`src/rtl/seq_chunk_adder.sv`:
```
// -----------------------------------------------------------------------------
// seq_chunk_adder
//
// Multi-cycle add/subtract unit. The WIDTH-bit operands are added CHUNK bits
// per clock, least-significant chunk first, with the carry held in a register
// between chunks. Each add only needs a CHUNK-bit carry chain, so wide
// operands still close timing. The cost is NCH = WIDTH/CHUNK cycles of
// latency per operation. A start/busy/done handshake lets several datapath
// controllers share one adder.
//
// State table
//   state | meaning
//   IDLE  | waiting for start; S/Cout/V hold the last result
//   RUN   | one chunk is added per clock; counter selects the chunk
//
// Parameters
//   WIDTH  operand/result width; must be a multiple of CHUNK
//   CHUNK  bits added per clock (CHUNK == WIDTH gives a one-cycle op)
//
// Ports
//   clk    in   1      clock, rising edge
//   rst_n  in   1      asynchronous active-low reset
//   start  in   1      request, sampled only while idle
//   Sub    in   1      0: S = A + B + Cin, 1: S = A - B
//   A      in   WIDTH  operand A, captured on an accepted start
//   B      in   WIDTH  operand B, captured on an accepted start
//   Cin    in   1      carry in for add, captured on an accepted start
//   busy   out  1      operation in progress
//   done   out  1      one-cycle pulse, S/Cout/V were updated
//   S      out  WIDTH  result, held until the next completion
//   Cout   out  1      carry out of the MSB (sub: 1 = no borrow)
//   V      out  1      two's-complement overflow
// -----------------------------------------------------------------------------
module seq_chunk_adder #(
  parameter int WIDTH = 16,
  parameter int CHUNK = 4
) (
  input  logic             clk,
  input  logic             rst_n,
  input  logic             start,
  input  logic             Sub,
  input  logic [WIDTH-1:0] A,
  input  logic [WIDTH-1:0] B,
  input  logic             Cin,
  output logic             busy,
  output logic             done,
  output logic [WIDTH-1:0] S,
  output logic             Cout,
  output logic             V
);

  localparam int NCH = WIDTH / CHUNK;
  localparam int CW  = (NCH > 1) ? $clog2(NCH) : 1;
  localparam logic [CW-1:0] LAST_CHUNK = CW'(NCH - 1);

  typedef enum logic {
    IDLE = 1'b0,
    RUN  = 1'b1
  } state_t;

  state_t state_q, state_d;
  logic   accept;
  logic   finish;

  // Operand registers shift right by CHUNK every RUN cycle, so the chunk
  // being added is always in the low bits. This avoids a variable
  // part-select indexed by the counter.
  logic [WIDTH-1:0] a_q;
  logic [WIDTH-1:0] bx_q;
  logic [WIDTH-1:0] res_q;
  logic             carry_q;
  logic [CW-1:0]    cnt_q;

  // The operand MSBs are gone from a_q/bx_q by the last chunk. The overflow
  // rule still needs them, so they are kept from the start of the operation.
  logic             a_msb_q;
  logic             bx_msb_q;

  logic [WIDTH-1:0] s_q;
  logic             cout_q;
  logic             v_q;
  logic             done_q;

  logic [CHUNK-1:0] a_chunk;
  logic [CHUNK-1:0] b_chunk;
  logic [CHUNK-1:0] sum_chunk;
  logic             carry_out;
  logic [WIDTH-1:0] res_next;
  logic             v_next;

  // ---------------------------------------------------------------------------
  // FSM state register
  // ---------------------------------------------------------------------------
  always_ff @(posedge clk or negedge rst_n) begin
    if (!rst_n) begin
      state_q <= IDLE;
    end else begin
      state_q <= state_d;
    end
  end

  // ---------------------------------------------------------------------------
  // FSM next state and control strobes
  // ---------------------------------------------------------------------------
  always_comb begin
    state_d = state_q;
    accept  = 1'b0;
    finish  = 1'b0;
    case (state_q)
      IDLE: begin
        if (start) begin
          accept  = 1'b1;
          state_d = RUN;
        end
      end
      RUN: begin
        if (cnt_q == LAST_CHUNK) begin
          finish  = 1'b1;
          state_d = IDLE;
        end
      end
      default: begin
        state_d = IDLE;
      end
    endcase
  end

  // ---------------------------------------------------------------------------
  // One chunk of the addition
  // ---------------------------------------------------------------------------
  assign a_chunk = a_q[CHUNK-1:0];
  assign b_chunk = bx_q[CHUNK-1:0];

  assign {carry_out, sum_chunk} = {1'b0, a_chunk} + {1'b0, b_chunk}
                                + {{CHUNK{1'b0}}, carry_q};

  // Each new sum chunk enters at the top of the result register. After NCH
  // chunks the first chunk has reached bit 0, so the register holds the full
  // sum in its normal bit order.
  assign res_next = (res_q >> CHUNK) | (WIDTH'(sum_chunk) << (WIDTH - CHUNK));

  // Overflow happens when both operands have the same sign and the result
  // sign differs from it. For subtract, bx_msb_q is the sign of ~B.
  assign v_next = (a_msb_q == bx_msb_q) && (res_next[WIDTH-1] != a_msb_q);

  // ---------------------------------------------------------------------------
  // Datapath registers
  // ---------------------------------------------------------------------------
  always_ff @(posedge clk or negedge rst_n) begin
    if (!rst_n) begin
      a_q      <= '0;
      bx_q     <= '0;
      res_q    <= '0;
      carry_q  <= 1'b0;
      cnt_q    <= '0;
      a_msb_q  <= 1'b0;
      bx_msb_q <= 1'b0;
      s_q      <= '0;
      cout_q   <= 1'b0;
      v_q      <= 1'b0;
      done_q   <= 1'b0;
    end else begin
      done_q <= 1'b0;
      if (accept) begin
        // Subtract is A + ~B + 1, so B is inverted and the carry is forced to 1.
        a_q      <= A;
        bx_q     <= Sub ? ~B : B;
        carry_q  <= Sub ? 1'b1 : Cin;
        cnt_q    <= '0;
        res_q    <= '0;
        a_msb_q  <= A[WIDTH-1];
        bx_msb_q <= Sub ? ~B[WIDTH-1] : B[WIDTH-1];
      end else if (state_q == RUN) begin
        a_q     <= a_q >> CHUNK;
        bx_q    <= bx_q >> CHUNK;
        res_q   <= res_next;
        carry_q <= carry_out;
        cnt_q   <= cnt_q + CW'(1);
        if (finish) begin
          s_q    <= res_next;
          cout_q <= carry_out;
          v_q    <= v_next;
          done_q <= 1'b1;
        end
      end
    end
  end

  assign busy = (state_q == RUN);
  assign done = done_q;
  assign S    = s_q;
  assign Cout = cout_q;
  assign V    = v_q;

endmodule

```
`config.mk`:
```
export PLATFORM = sky130hd
export DESIGN_NAME = seq_chunk_adder
export DESIGN_NICKNAME = d
export VERILOG_FILES = /design/src/rtl/seq_chunk_adder.sv
export SDC_FILE = /design/constraint.sdc
export NUM_CORES = 1
export LEC_CHECK = 0
export BUFFER_PORTS_ARGS = -buffer_cell sky130_fd_sc_hd__buf_2
export CAP_MARGIN = 5
export CORE_MARGIN = 1
export CORE_UTILIZATION = 55
export DETAILED_ROUTE_END_ITERATION = 16
export PLACE_DENSITY = 0.76
export SKIP_LAST_GASP = 1
export SYNTH_ARGS = -nofsm -noshare
export SYNTH_HDL_FRONTEND = slang
export SYNTH_SLANG_ARGS = --single-unit
```
`constraint.sdc`:
```
create_clock -name clk -period 2.45 [get_ports clk]
set_input_delay 0.245 -clock clk [delete_from_list [all_inputs] [get_ports clk]]
set_output_delay 0.245 -clock clk [all_outputs]
set_load 0.005 [all_outputs]
```
Yosys cells after proc, flatten, opt, wreduce, memory -nomap -nowiden --
Cells that the tools add are included.
Storage, ports and cells: flip-flop bits (word level) 73, logic and storage cells 48
Cells by class: $add $sub $neg 3, equal/unequal tests 3, mux-type cells 22, bitwise operators 5, reduce and logical (&&, ||, !) cells 3
Operators with widths (count):
- $mux 16 | 7
- $not 16->16 | 1
- $or 12x16->16 | 1
- $mux 1 | 12
- $add 4x4->5 | 1
- $add 5x1->5 | 1
- $mux 2 | 2
- $not 1->1 | 3
- $reduce_and 3->1 | 1
- $add 2x1->2 const B | 1
- $eq 2x2->1 const B | 1
- $pmux 1 s2 | 1
- $reduce_bool 2->1 | 1
- $eq 1x1->1 | 1
- $logic_and 1x1->1 | 1
- $ne 1x1->1 | 1

Depth between registers and ports, before layout --
Gate-level depths: netlist of the first run.
word-level depth 6, gate-level depth with buffers 6

Worst setup path before layout of the first run --
No wires, ideal clock.
path type flip-flop to flip-flop, from register a_q[0], to register carry_q, setup time 0.132 ns, arrival 1.637 ns, data required time 2.318 ns, setup slack 0.682 ns, cell stages (with the launch flop) 6, cell sequence dfrtp_1 > fa_1 > fa_1 > a21o_1 > a21oi_1 > mux2i_1
On the way: word-level cells in the longest chain between the ends 4
Ends and longest elaborated chain:
- from (decl) | RTL line 68 | logic [WIDTH-1:0] a_q;
- from (signal assigned) | RTL line 174 | a_q <= a_q >> CHUNK;
- $add 4x4->5 | RTL line 134 | assign {carry_out, sum_chunk} = {1'b0, a_chunk} + {1'b0, b_chunk}
- $add 5x1->5 | RTL line 135 | + {{CHUNK{1'b0}}, carry_q};
- $mux 1 | RTL line 173 | end else if (state_q == RUN) begin
- $mux 1 | RTL line 164 | if (accept) begin
- to (signal assigned) | RTL line 168 | carry_q <= Sub ? 1'b1 : Cin;
- to (signal assigned) | RTL line 177 | carry_q <= carry_out;
- to (decl) | RTL line 71 | logic carry_q;
Every way passes these cells. The select of a mux whose other input is x is not followed. A chain may end at the register's enable or synchronous reset.

Worst setup path in the final report of the first run --
Same ends and word-level chain as after synthesis.

==> metrics.log, run 1 <==
[metrics] status: complete, no violations
[metrics] Largest delay share family, worst path: adder cells
[metrics] dpl cell area: 3440 um2
[metrics] Max-slew headroom: roughly 55%
[metrics] Starting Density: roughly 57%
[metrics] Overall Global Routing Usage: between 20% and 30%
[metrics] buffer levels on the longest clock path: 2
[metrics] total power: roughly 4.2 mW
[metrics] largest area contributor in the netlist: sky130_fd_sc_hd__dfrtp_1
[metrics] Critical Path AT: around 2.1 ns
[metrics] cell at the root of the clock tree: sky130_fd_sc_hd__clkbuf_8
[metrics] largest family of logic cells by synthesized area: multiplexers
[metrics] area of the die: 5960 um2
[metrics] Combinational Power Share: around 30%
[metrics] clock latency on the worst-skew pair: approximately 0.34 ns
[metrics] Net Sw Frac: a little under a third
[metrics] Worst Setup Start Kind: flip-flop
[metrics] RD Place Congestion: 0.777
[metrics] number of warnings printed during yosys synthesis: 0
[metrics] Most common cell on crit path: sky130_fd_sc_hd__fa_1
[metrics] portion of synthesized cell area occupied by the leading cell type: a little under three fifths
[metrics] Detail Placement HPWL: just under 4000 um
[metrics] Achievable Freq: 530 MHz
[metrics] quantity of gates resized following cts: 0
[metrics] antenna violation net count after detailed routing: 0
[metrics] sum of routed wire length over all layers: 5700 um
[metrics] TritonCTS clock tree: yes
[metrics] Post CTS Setup Buffer Count: 0
[metrics] number of maximum-capacitance constraint violations: 0
[metrics] RSZ-0062 raised after global routing: false
[metrics] Synth cell types: 27
[metrics] per-cell routed wire length: 13.8 um
[metrics] cell types occupying the most area after synthesis: sky130_fd_sc_hd__dfrtp_1 55%, sky130_fd_sc_hd__o21ai_0 7.4%, sky130_fd_sc_hd__mux2_2 6.1%, sky130_fd_sc_hd__mux2i_1 5.8%, sky130_fd_sc_hd__nand2_1 5.5%
[metrics] number of iterations in the first detailed-routing pass: 6
[metrics] setup violators final: 0
[metrics] Inserted Diodes: 0
[metrics] post-layout minimum cycle time: approximately 1.9 ns
[metrics] via count of the first global-routing pass: ~2000
[metrics] post-synthesis to final-layout area growth: 18.6%
[metrics] number of fillers in the final layout: roughly 430
[metrics] average via count per standard cell: around 5.2
[metrics] Post-Synthesis Cells: about 280
[metrics] share of synthesized registers carrying an async set or reset: 100%
[metrics] average cell area after synthesis: 11.0 um2
[metrics] synthesized-area fraction occupied by and/or/nand/nor cells: 10.1%
[metrics] class of the most critical hold timing path: in2reg
[metrics] internal power consumption: 2.90 mW
[metrics] count of flip-flops with a built-in enable after synthesis: 0
[metrics] Critical Path Max Stage Delay: around 0.47 ns
[metrics] WP data required: ~2.7 ns
[metrics] adder and majority gate portion of the synthesized area: under 10%
[metrics] FF+latch count, synth: ~70
[metrics] level count of the clock H-tree: 3
[metrics] initial antenna violation count: 0
[metrics] cts hold-fix bufs: 1
[metrics] power density cells: roughly 1100 nW/um2
[metrics] input/output buffers: 56
[metrics] initial DRC count: 70
[metrics] summed instance area of the synthesized netlist: a little over 3000 um2
[metrics] skew final: slightly above 0.006 ns
[metrics] maximum VDD drop: roughly 0.00045 V
[metrics] area share of xor/xnor cells in the synthesized design: 5.06%
[metrics] layout cell share with drive strength beyond 1: approximately 28%
[metrics] total net switching power: ~1.3 mW
[metrics] Top FF cell, synth: sky130_fd_sc_hd__dfrtp_1
[metrics] DRC violation count after routing: 0
[metrics] Final TNS setup: 0 ns
[metrics] number of clock buffers inserted by TritonCTS: 9
[metrics] site row count: 27
[metrics] share of the clock period used by the worst path: 77.0%
[metrics] Core Region: approximately 5500 um2
[metrics] GRT Residual Overflow: 0
[metrics] leakage power: around 1.8 nW
[metrics] Synth top cells by count: 69 x sky130_fd_sc_hd__dfrtp_1, 46 x sky130_fd_sc_hd__nand2_1, 46 x sky130_fd_sc_hd__o21ai_0, 18 x sky130_fd_sc_hd__mux2i_1, 18 x sky130_fd_sc_hd__xnor2_1
[metrics] Max FO, Critical Path: 2
[metrics] synthesized-area fraction occupied by ao, oa, aoi and oai cells: 11.5%
[metrics] clock slew at reported path FFs: ~0.070 ns
[metrics] final cell count without fillers: 413
[metrics] die outline width: 77.2 um
[metrics] list of cells traversed by the critical path: fa_1 -> fa_1 -> a21o_1 -> a21oi_1 -> mux2i_1
[metrics] Crit path buffers/inverters: 0
[metrics] first-pass GRT wire length: around 9600 um
[metrics] mux cell area share after synthesis: between 10% and 20%
[metrics] Die Y-Extent: approximately 77 um
[metrics] clock sinks: about 70
[metrics] part of the total power dissipated in the clock network: between 20% and 30%
[metrics] nets: between 300 and 400
[metrics] final-report hold violation count: 0
[metrics] total I/O pin count: 57
[metrics] count of vias placed by the detailed router: between 2000 and 2500
[metrics] pin count of the biggest net entering global routing: 57
[metrics] post-synthesis sequential area ratio: ~55%
[metrics] count of pins over their slew limit: 0
[metrics] master of the slowest instance on the critical path: sky130_fd_sc_hd__fa_1
[metrics] Finished Cell Area: roughly 3700 um2
[metrics] most numerous cell in the Yosys netlist: sky130_fd_sc_hd__dfrtp_1
[metrics] worst setup path category: reg2reg
[metrics] Sequential Power Share: between 40% and 50%
[metrics] number of placed instances, taps included: roughly 400
[metrics] CP Capture Type: flip-flop
[metrics] pin slew with the least headroom to its limit: between 0.6 and 0.7 ns
[metrics] synthesized netlist net count: 325
==> cell usage in the layout, fill, tap and decap left out, drive strengths merged, types with 2 or more instances in the layout <==
cell type,synthesis,layout
a21oi,3,3
nand2,47,47
nand2b,8,8
mux2,17,17
clkinv,0,2
xnor2,18,18
fa,2,2
clkbuf,6,10
a211oi,4,4
a21o,3,3
a22o,5,5
bufinv,0,3
ha,4,4
dfrtp,69,69
o21ai,46,46
buf,13,61
nor2,11,11
mux2i,18,18
==> worst reg2reg max path, stage by stage, from the launching register on <==
cell and delay (ns):
sky130_fd_sc_hd__dfrtp_1 0.40, sky130_fd_sc_hd__fa_1 0.47, sky130_fd_sc_hd__fa_1 0.43, sky130_fd_sc_hd__a21o_1 0.19, sky130_fd_sc_hd__a21oi_1 0.18, sky130_fd_sc_hd__mux2i_1 0.10
==> metal layers <==
layer	wire [um]	track usage (%)	vias up
li1	-	-	1077
met1	2680	27.3	1011
met2	2730	34.4	44
met3	168	4.05	11
met4	123	11.5	0
met5	0	0	-
==> final cells by class <==
cell class	count	area, um2	area share [%]
Multi-Input combinational cell	193	1290	35.0
Clock buffer	10	128	3.46
Tap cell	72	90.1	2.44
Inverter	1	3.75	0.102
Clock inverter	6	111	3.01
Timing Repair Buffer	62	340	9.21
Sequential cell	69	1730	46.8
==> path summary, 6_finish.rpt <==
check,start,end,slack (ns),cells after the start
worst max-delay path,a_q[0],carry_q,0.56,5
worst min-delay path,A[12],a_q[12],0.15,3
worst max register to register,a_q[0],carry_q,0.56,5
worst min register to register,a_q[13],a_q[9],0.48,2
max in group asynchronous,rst_n,bx_msb_q,1.33,3
min in group asynchronous,rst_n,S[5],0.48,2
==> registers in the layout, summed over array words and instances (netlist names), 2 cells and up <==
| register | cells |
|---|---|
| bx_q | 16 |
| a_q | 16 |
| S | 16 |
| res_q | 12 |
| cnt_q | 2 |
==> power groups by stage <==
stage	clock network (mW)	registers (mW)	logic, mW
after global routing	1.17	1.92	1.44
after CTS	1.13	1.87	1.28
after detailed placement	0	1.89	1.27
after floorplan	0	1.83	0.910
after global placement	0	1.86	1.23
final	1.10	1.87	1.26
==> cell families after synthesis <==
group           Yosys count
simple gates             71
flops                    69
compound gates           63
mux                      35
buf+inv                  20
xor+xnor                 18
fa+ha+maj                 6
==> through the flow <==
stage	worst slack [ns]	util (%)	hold slack [ns]
after global placement	0.632	62.9	0.310
after floorplan	0.682	-	-0.0506
after global routing	0.490	67.5	0.149
after detailed placement	0.581	62.9	0.310
final	0.563	67.5	0.146
after CTS	0.569	67.5	0.129
(Power assumes the default switching activity.)
==> run 2, diff against run 1 <==
Settings changed: CORE_UTILIZATION 55 to 50, PLACE_DENSITY 0.76 to 0.73.
Clock period 2.45 ns to 1.6 ns, I/O delays scaled along.
==> run 2 against run 1 <==
The run now ends with negative setup slack left. Clock power is 18% higher. First-iteration DRC count shrank 5.7%. Via count shrank 0.51%. Largest power group unchanged. Highest routed layer unchanged.
==> metrics.log, run 2 (synthesis results as in run 1) <==
[metrics] GRT Residual Overflow: 0
[metrics] post-synthesis to final-layout area growth: 20.7%
[metrics] register-to-register path setup slack: -0.10 ns
[metrics] leakage power: 1.83 nW
[metrics] capturing element of the worst setup path: carry_q
[metrics] Worst Setup Start Kind: flip-flop
[metrics] Overall Global Routing Usage: 19.3%
[metrics] nets: approximately 380
[metrics] CP Capture Type: flip-flop
[metrics] WP data required: 1.81 ns
[metrics] Die Y-Extent: about 81 um
[metrics] average via count per standard cell: between 5 and 6
[metrics] most common cell after layout, fill and taps aside: sky130_fd_sc_hd__dfrtp_1
[metrics] Critical Path AT: roughly 1.9 ns
[metrics] class of the most critical hold timing path: in2reg
[metrics] initial DRC count: 66
[metrics] beginning of the worst register-to-register path: carry_q
[metrics] power density cells: roughly 1700 nW/um2
[metrics] count of vias placed by the detailed router: ~2100
[metrics] layout cell share with drive strength beyond 1: between 30% and 40%
[metrics] Min Hold Slack: 0.0712 ns
[metrics] violated checks: negative setup slack
[metrics] RSZ-0062 raised after global routing: true
[metrics] maximum VDD drop: 0.000911 V
[metrics] status: finished with violations
[metrics] worst setup path category: reg2reg
[metrics] post-layout minimum cycle time: about 1.7 ns
[metrics] Post CTS Setup Buffer Count: 0
[metrics] antenna violation net count after detailed routing: 0
[metrics] final-report hold violation count: 0
[metrics] Inserted Diodes: 0
[metrics] number of clock buffers inserted by TritonCTS: 9
[metrics] list of cells traversed by the critical path: fa_2 -> fa_2 -> a21o_1 -> a21oi_2 -> mux2i_1
[metrics] Max FO, Critical Path: 2
[metrics] buffer levels on the longest clock path: 2
[metrics] sum of routed wire length over all layers: 5620 um
[metrics] pin slew with the least headroom to its limit: ~0.48 ns
[metrics] number of iterations in the first detailed-routing pass: 4
[metrics] origin of the worst setup path: carry_q
[metrics] via count of the first global-routing pass: 2027
[metrics] Most common cell on crit path: sky130_fd_sc_hd__fa_2
[metrics] Reg2Reg Capture Point: carry_q
[metrics] cell at the root of the clock tree: sky130_fd_sc_hd__clkbuf_8
[metrics] clock sinks: 69
[metrics] level count of the clock H-tree: 3
[metrics] Starting Density: a little over half
[metrics] master of the slowest instance on the critical path: sky130_fd_sc_hd__fa_2
[metrics] Layout Utilization: 63.1%
[metrics] skew final: 0.00625 ns
[metrics] pin count of the biggest net entering global routing: 70
[metrics] die outline width: about 81 um
[metrics] Achievable Freq: 588 MHz
[metrics] clock latency on the worst-skew pair: around 0.33 ns
[metrics] Critical Path Max Stage Delay: ~0.42 ns
[metrics] share of the clock period used by the worst path: 106%
[metrics] Max-slew headroom: 68.3%
[metrics] smallest setup slack after layout: -0.101 ns
[metrics] initial antenna violation count: 0
[metrics] site row count: 28
[metrics] worst reg2reg path depth: 5
[metrics] RD Place Congestion: a little under 0.8
[metrics] clock slew at reported path FFs: approximately 0.070 ns
[metrics] Detail Placement HPWL: ~3900 um
[metrics] area of the die: around 6500 um2
[metrics] setup violators final: 7
[metrics] first-pass GRT wire length: approximately 9400 um
[metrics] total I/O pin count: between 50 and 60
[metrics] TritonCTS clock tree: yes
[metrics] count of pins over their slew limit: 0
[metrics] per-cell routed wire length: ~13 um
[metrics] number of maximum-capacitance constraint violations: 0
[metrics] highest-count cells in the layout ignoring fill and taps: 68 x sky130_fd_sc_hd__dfrtp_1, 56 x sky130_fd_sc_hd__buf_2, 45 x sky130_fd_sc_hd__nand2_1, 45 x sky130_fd_sc_hd__o21ai_0, 18 x sky130_fd_sc_hd__mux2i_1
[metrics] DRC violation count after routing: 0
[metrics] input/output buffers: 56
[metrics] Core Region: about 6000 um2
## run 2: worst min path at each step
stage / from / slack (ns) / depth (start not counted) / end
floorplan: rst_n / -0.14 / 0 / Cout
global placement: rst_n / 0.21 / 2 / S[10]
detailed placement: rst_n / 0.21 / 2 / S[10]
CTS: A[13] / 0.06 / 3 / a_q[13]
global route: A[12] / 0.07 / 3 / a_q[12]
finish: A[13] / 0.07 / 3 / a_q[13]
## run 2: layer usage
layer / GRT usage, % / wire [um]
met4: 9.64 / 97
met3: 3.37 / 190
met1: 25.8 / 2710
met5: 0 / 0
met2: 30.3 / 2620
## run 2: what timing repair did
action                                  CTS  global route
gates resized for setup                   0             6
endpoints found under the setup margin    8             9
hold buffers                              1             0
pin swaps                                 2             0
cloned                                    0             0
hold endpoints to repair                 69             0
## run 2: final cells by class
| class | instances | area [um2] |
|---|---|---|
| Multi-Input combinational cell | 193 | 1340 |
| Timing Repair Buffer | 66 | 408 |
| Inverter | 1 | 3.75 |
| Clock inverter | 3 | 20.0 |
| Tap cell | 75 | 93.8 |
| Sequential cell | 69 | 1730 |
| Fill cell | 480 | 2200 |
| Clock buffer | 12 | 165 |
## run 2: metrics by stage
| step | cell area [um2] | std cells | power (mW) | TNS, ns | worst slack [ns] |
|---|---|---|---|---|---|
| after floorplan | 3130 | 282 | 4.22 | -0.0780 | -0.0357 |
| after global routing | 3760 | 419 | 6.79 | -0.989 | -0.168 |
| after detailed placement | 3530 | 403 | 4.94 | -0.496 | -0.111 |
| after global placement | 3530 | 403 | 4.84 | -0.228 | -0.0706 |
| final | 3760 | 419 | 6.28 | -0.395 | -0.101 |
| after CTS | 3720 | 419 | 6.26 | -0.493 | -0.115 |
## run 2: worst max-delay path: cells and delay by family (launching register included)
family | cells | cell delay [ns]
mux | 1 | 0.08
compound gates | 2 | 0.30
flops | 1 | 0.41
fa+ha+maj | 2 | 0.80
## run 2: where the power goes
| part | switching [mW] | leakage, nW | internal, mW |
|---|---|---|---|
| Sequential | 0.438 | 0.892 | 2.44 |
| Clock | 0.620 | 0.0905 | 0.678 |
| Combinational | 1.02 | 0.847 | 1.08 |
==> run 3, diff against run 2 <==
Settings changed: ABC_AREA set to 1, CORE_UTILIZATION 50 to 49.
==> run 3 against run 2 <==
The run still ends with negative setup slack left. Utilization increased by 0.49 points. Sequential power decreased by 5%. Clock-buffer cell count decreased by 2. Via count increased by 8.8%. Largest power group unchanged. Register-to-register slack improved by 0.03 ns. Power increased by 2.9%. Routed wire length increased by 9.5%. Critical endpoint unchanged. Die area decreased by 3.0%. Synthesized cell count increased by 5.7%. Worst hold slack got worse by 0.043 ns.
==> metrics.log, run 3 <==
[metrics] cell at the root of the clock tree: sky130_fd_sc_hd__clkbuf_8
[metrics] level count of the clock H-tree: 3
[metrics] RD Place Congestion: between 0.8 and 0.9
[metrics] register-to-register path setup slack: -0.07 ns
[metrics] Final TNS setup: -0.116 ns
[metrics] worst reg2reg path depth: 6
[metrics] hold wc startpoint: A[13]
[metrics] total net switching power: 2.27 mW
[metrics] minimum setup slack after placement: -0.0837 ns
[metrics] number of iterations in the first detailed-routing pass: 4
[metrics] pin slew with the least headroom to its limit: around 0.52 ns
[metrics] post-synthesis to final-layout area growth: 22.0%
[metrics] area taken by multi-input logic gates: around 1000 um2
[metrics] TritonCTS clock tree: yes
[metrics] share of the clock period used by the worst path: 104%
[metrics] synthesized netlist net count: about 340
[metrics] number of maximum-capacitance constraint violations: 0
[metrics] Max-slew headroom: approximately 65%
[metrics] first-pass GRT wire length: between 10000 and 15000 um
[metrics] Synth top cells by count: 69 x sky130_fd_sc_hd__dfrtp_1, 63 x sky130_fd_sc_hd__nand2_1, 31 x sky130_fd_sc_hd__inv_1, 29 x sky130_fd_sc_hd__o21ai_0, 16 x sky130_fd_sc_hd__xnor2_1
[metrics] Min Hold Slack: around 0.028 ns
[metrics] internal power consumption: roughly 4.2 mW
[metrics] number of placed instances, taps included: 421
[metrics] Top FF cell, synth: sky130_fd_sc_hd__dfrtp_1
[metrics] number of warnings printed during yosys synthesis: 0
[metrics] initial antenna violation count: 0
[metrics] post-synthesis sequential area ratio: roughly three fifths
[metrics] Layout Utilization: a little under two thirds
[metrics] Combinational Power Share: about 34%
[metrics] worst setup path category: reg2reg
[metrics] Sequential Power Share: between 40% and 50%
[metrics] status: finished with violations
[metrics] Overall Global Routing Usage: 22.2%
[metrics] share of synthesized registers carrying an async set or reset: 100%
[metrics] highest-count cells in the layout ignoring fill and taps: 69 x sky130_fd_sc_hd__dfrtp_1, 62 x sky130_fd_sc_hd__nand2_1, 56 x sky130_fd_sc_hd__buf_2
[metrics] Post-Synthesis Cells: ~300
[metrics] class of the most critical hold timing path: in2reg
[metrics] Sequential cell area: about 1700 um2
[metrics] final cell count without fillers: 440
[metrics] worst hold path depth: 3
[metrics] beginning of the worst register-to-register path: carry_q
[metrics] cell types occupying the most area after synthesis: sky130_fd_sc_hd__dfrtp_1 58%, sky130_fd_sc_hd__nand2_1 8.0%, sky130_fd_sc_hd__o21ai_0 4.9%, sky130_fd_sc_hd__xnor2_1 4.7%, sky130_fd_sc_hd__inv_1 3.9%
[metrics] count of flip-flops with a built-in enable after synthesis: 0
[metrics] skew final: between 0.006 and 0.007 ns
[metrics] layout cell share with drive strength beyond 1: a little over a quarter
[metrics] via count of the first global-routing pass: ~2300
[metrics] input/output buffers: 56
[metrics] setup violators final: 4
[metrics] CP Capture Type: flip-flop
[metrics] Worst Setup Start Kind: flip-flop
[metrics] WP data required: approximately 1.8 ns
[metrics] Inserted Diodes: 0
[metrics] summed instance area of the synthesized netlist: around 3000 um2
[metrics] FF+latch count, synth: slightly below 70
[metrics] Net Sw Frac: a little over a third
[metrics] Detail Placement HPWL: approximately 4200 um
[metrics] pin count of the biggest net entering global routing: 26
[metrics] post-layout minimum cycle time: approximately 1.7 ns
[metrics] count of vias placed by the detailed router: 2320
[metrics] number of clock buffers inserted by TritonCTS: 9
[metrics] most common cell after layout, fill and taps aside: sky130_fd_sc_hd__dfrtp_1
[metrics] clock latency on the worst-skew pair: approximately 0.34 ns
[metrics] portion of synthesized cell area occupied by the leading cell type: about three fifths
[metrics] endpoint of the worst hold path: a_q[13]
[metrics] most numerous cell in the Yosys netlist: sky130_fd_sc_hd__dfrtp_1
[metrics] site row count: 27
[metrics] count of pins over their slew limit: 0
[metrics] buffer levels on the longest clock path: 2
[metrics] total I/O pin count: 57
[metrics] number of fillers in the final layout: 493
[metrics] antenna violation net count after detailed routing: 0
[metrics] sum of routed wire length over all layers: 6150 um
[metrics] Starting Density: roughly 52%
[metrics] leakage power: between 1.5 and 2 nW
[metrics] Critical Path AT: around 1.9 ns
[metrics] clock sinks: roughly 70
[metrics] Achievable Freq: approximately 600 MHz
[metrics] clock slew at reported path FFs: approximately 0.07 ns
[metrics] final-report hold violation count: 0
[metrics] Max FO, Critical Path: 2
[metrics] initial DRC count: 152
[metrics] Reg2Reg Capture Point: carry_q
[metrics] origin of the worst setup path: carry_q
[metrics] maximum VDD drop: around 0.00090 V
[metrics] violated checks: negative setup slack
[metrics] average cell area after synthesis: around 10 um2
[metrics] die outline width: 79.7 um
[metrics] RSZ-0062 raised after global routing: true
[metrics] power density cells: between 1500 and 2000 nW/um2
[metrics] largest area contributor in the netlist: sky130_fd_sc_hd__dfrtp_1
[metrics] part of the total power dissipated in the clock network: about a quarter
[metrics] Synth cell types: 24
[metrics] area of the die: 6350 um2
[metrics] GRT Residual Overflow: 0
[metrics] average via count per standard cell: ~5.3
[metrics] nets: 406
[metrics] per-cell routed wire length: 14.0 um
[metrics] smallest setup slack after layout: -0.0667 ns
[metrics] Die Y-Extent: ~80 um
[metrics] DRC violation count after routing: 0
[metrics] Core Region: approximately 5700 um2
run 3: cell count changes after synthesis, sizes merged, moves of 5 or more:
| cell | before | now |
|---|---|---|
| o22ai | 0 | 12 |
| mux2i | 18 | 0 |
| o21ai | 46 | 36 |
| a22oi | 0 | 10 |
| mux2 | 17 | 0 |
| inv | 1 | 34 |
| nand3 | 0 | 14 |
| o211ai | 0 | 5 |
| o221ai | 0 | 5 |
| nand2 | 47 | 65 |
| nand2b | 8 | 0 |
| nor2 | 11 | 4 |
run 3: cell type report:
class / count / share of cell area, %
Tap cell: 72 / 2.50
Inverter: 34 / 3.54
Clock buffer: 10 / 3.54
Sequential cell: 69 / 47.9
Multi-Input combinational cell: 180 / 28.9
Timing Repair Buffer: 69 / 11.2
Clock inverter: 6 / 2.43
run 3: kinds of logic after synthesis:
group	share of synthesized area (%)
simple gates	11.3
compound gates	15.4
flops	58.4
buf+inv	7.15
xor+xnor	4.74
fa+ha+maj	3.05
run 3: how the worst max path moves through the flow:
stage                          to  cells past startpoint  slack (ns)
after floorplan           carry_q                      6       0.004
after global placement    carry_q                      6       -0.05
after detailed placement  carry_q                      6       -0.08
after CTS                 carry_q                      6       -0.06
after global routing      carry_q                      6       -0.14
final                     carry_q                      6       -0.07
run 3: power groups by stage:
stage	logic (mW)	clock network [mW]	registers [mW]
finish	2.18	1.54	2.73
global route	2.52	1.65	2.81
CTS	2.13	1.56	2.74
detailed placement	2.08	0	2.76
global placement	2.02	0	2.74
floorplan	1.38	0	2.73
run 3: through the flow:
step	total power, mW	cell area (um2)
3_3_place_gp	4.75	3350
3_5_place_dp	4.85	3350
5_1_grt	6.98	3610
2_1_floorplan	4.11	2960
4_1_cts	6.43	3590
6_report	6.46	3610
run 3: layer usage:
layer | vias to the layer above | GRT usage (%) | wire length [um]
li1 | 1118 | - | -
met5 | - | 0 | 0
met3 | 15 | 4.91 | 353
met2 | 81 | 34.5 | 2880
met4 | 0 | 12.7 | 177
met1 | 1106 | 28.6 | 2730
run 3: repair_timing:
action	4_1_cts	5_1_grt
hold buffers	1	0
endpoints found under the setup margin	6	7
buffers inserted	2	0
resized for setup	1	6
pin swaps	2	2
endpoints found under the hold margin	18	0
run 3: worst max-delay path, cell delays in order (launching register included):
cell	delay (ns)
sky130_fd_sc_hd__dfrtp_1	0.41
sky130_fd_sc_hd__fa_2	0.42
sky130_fd_sc_hd__fa_2	0.37
sky130_fd_sc_hd__a21oi_2	0.14
sky130_fd_sc_hd__o21bai_1	0.09
sky130_fd_sc_hd__nand2_1	0.06
sky130_fd_sc_hd__nand3_1	0.06
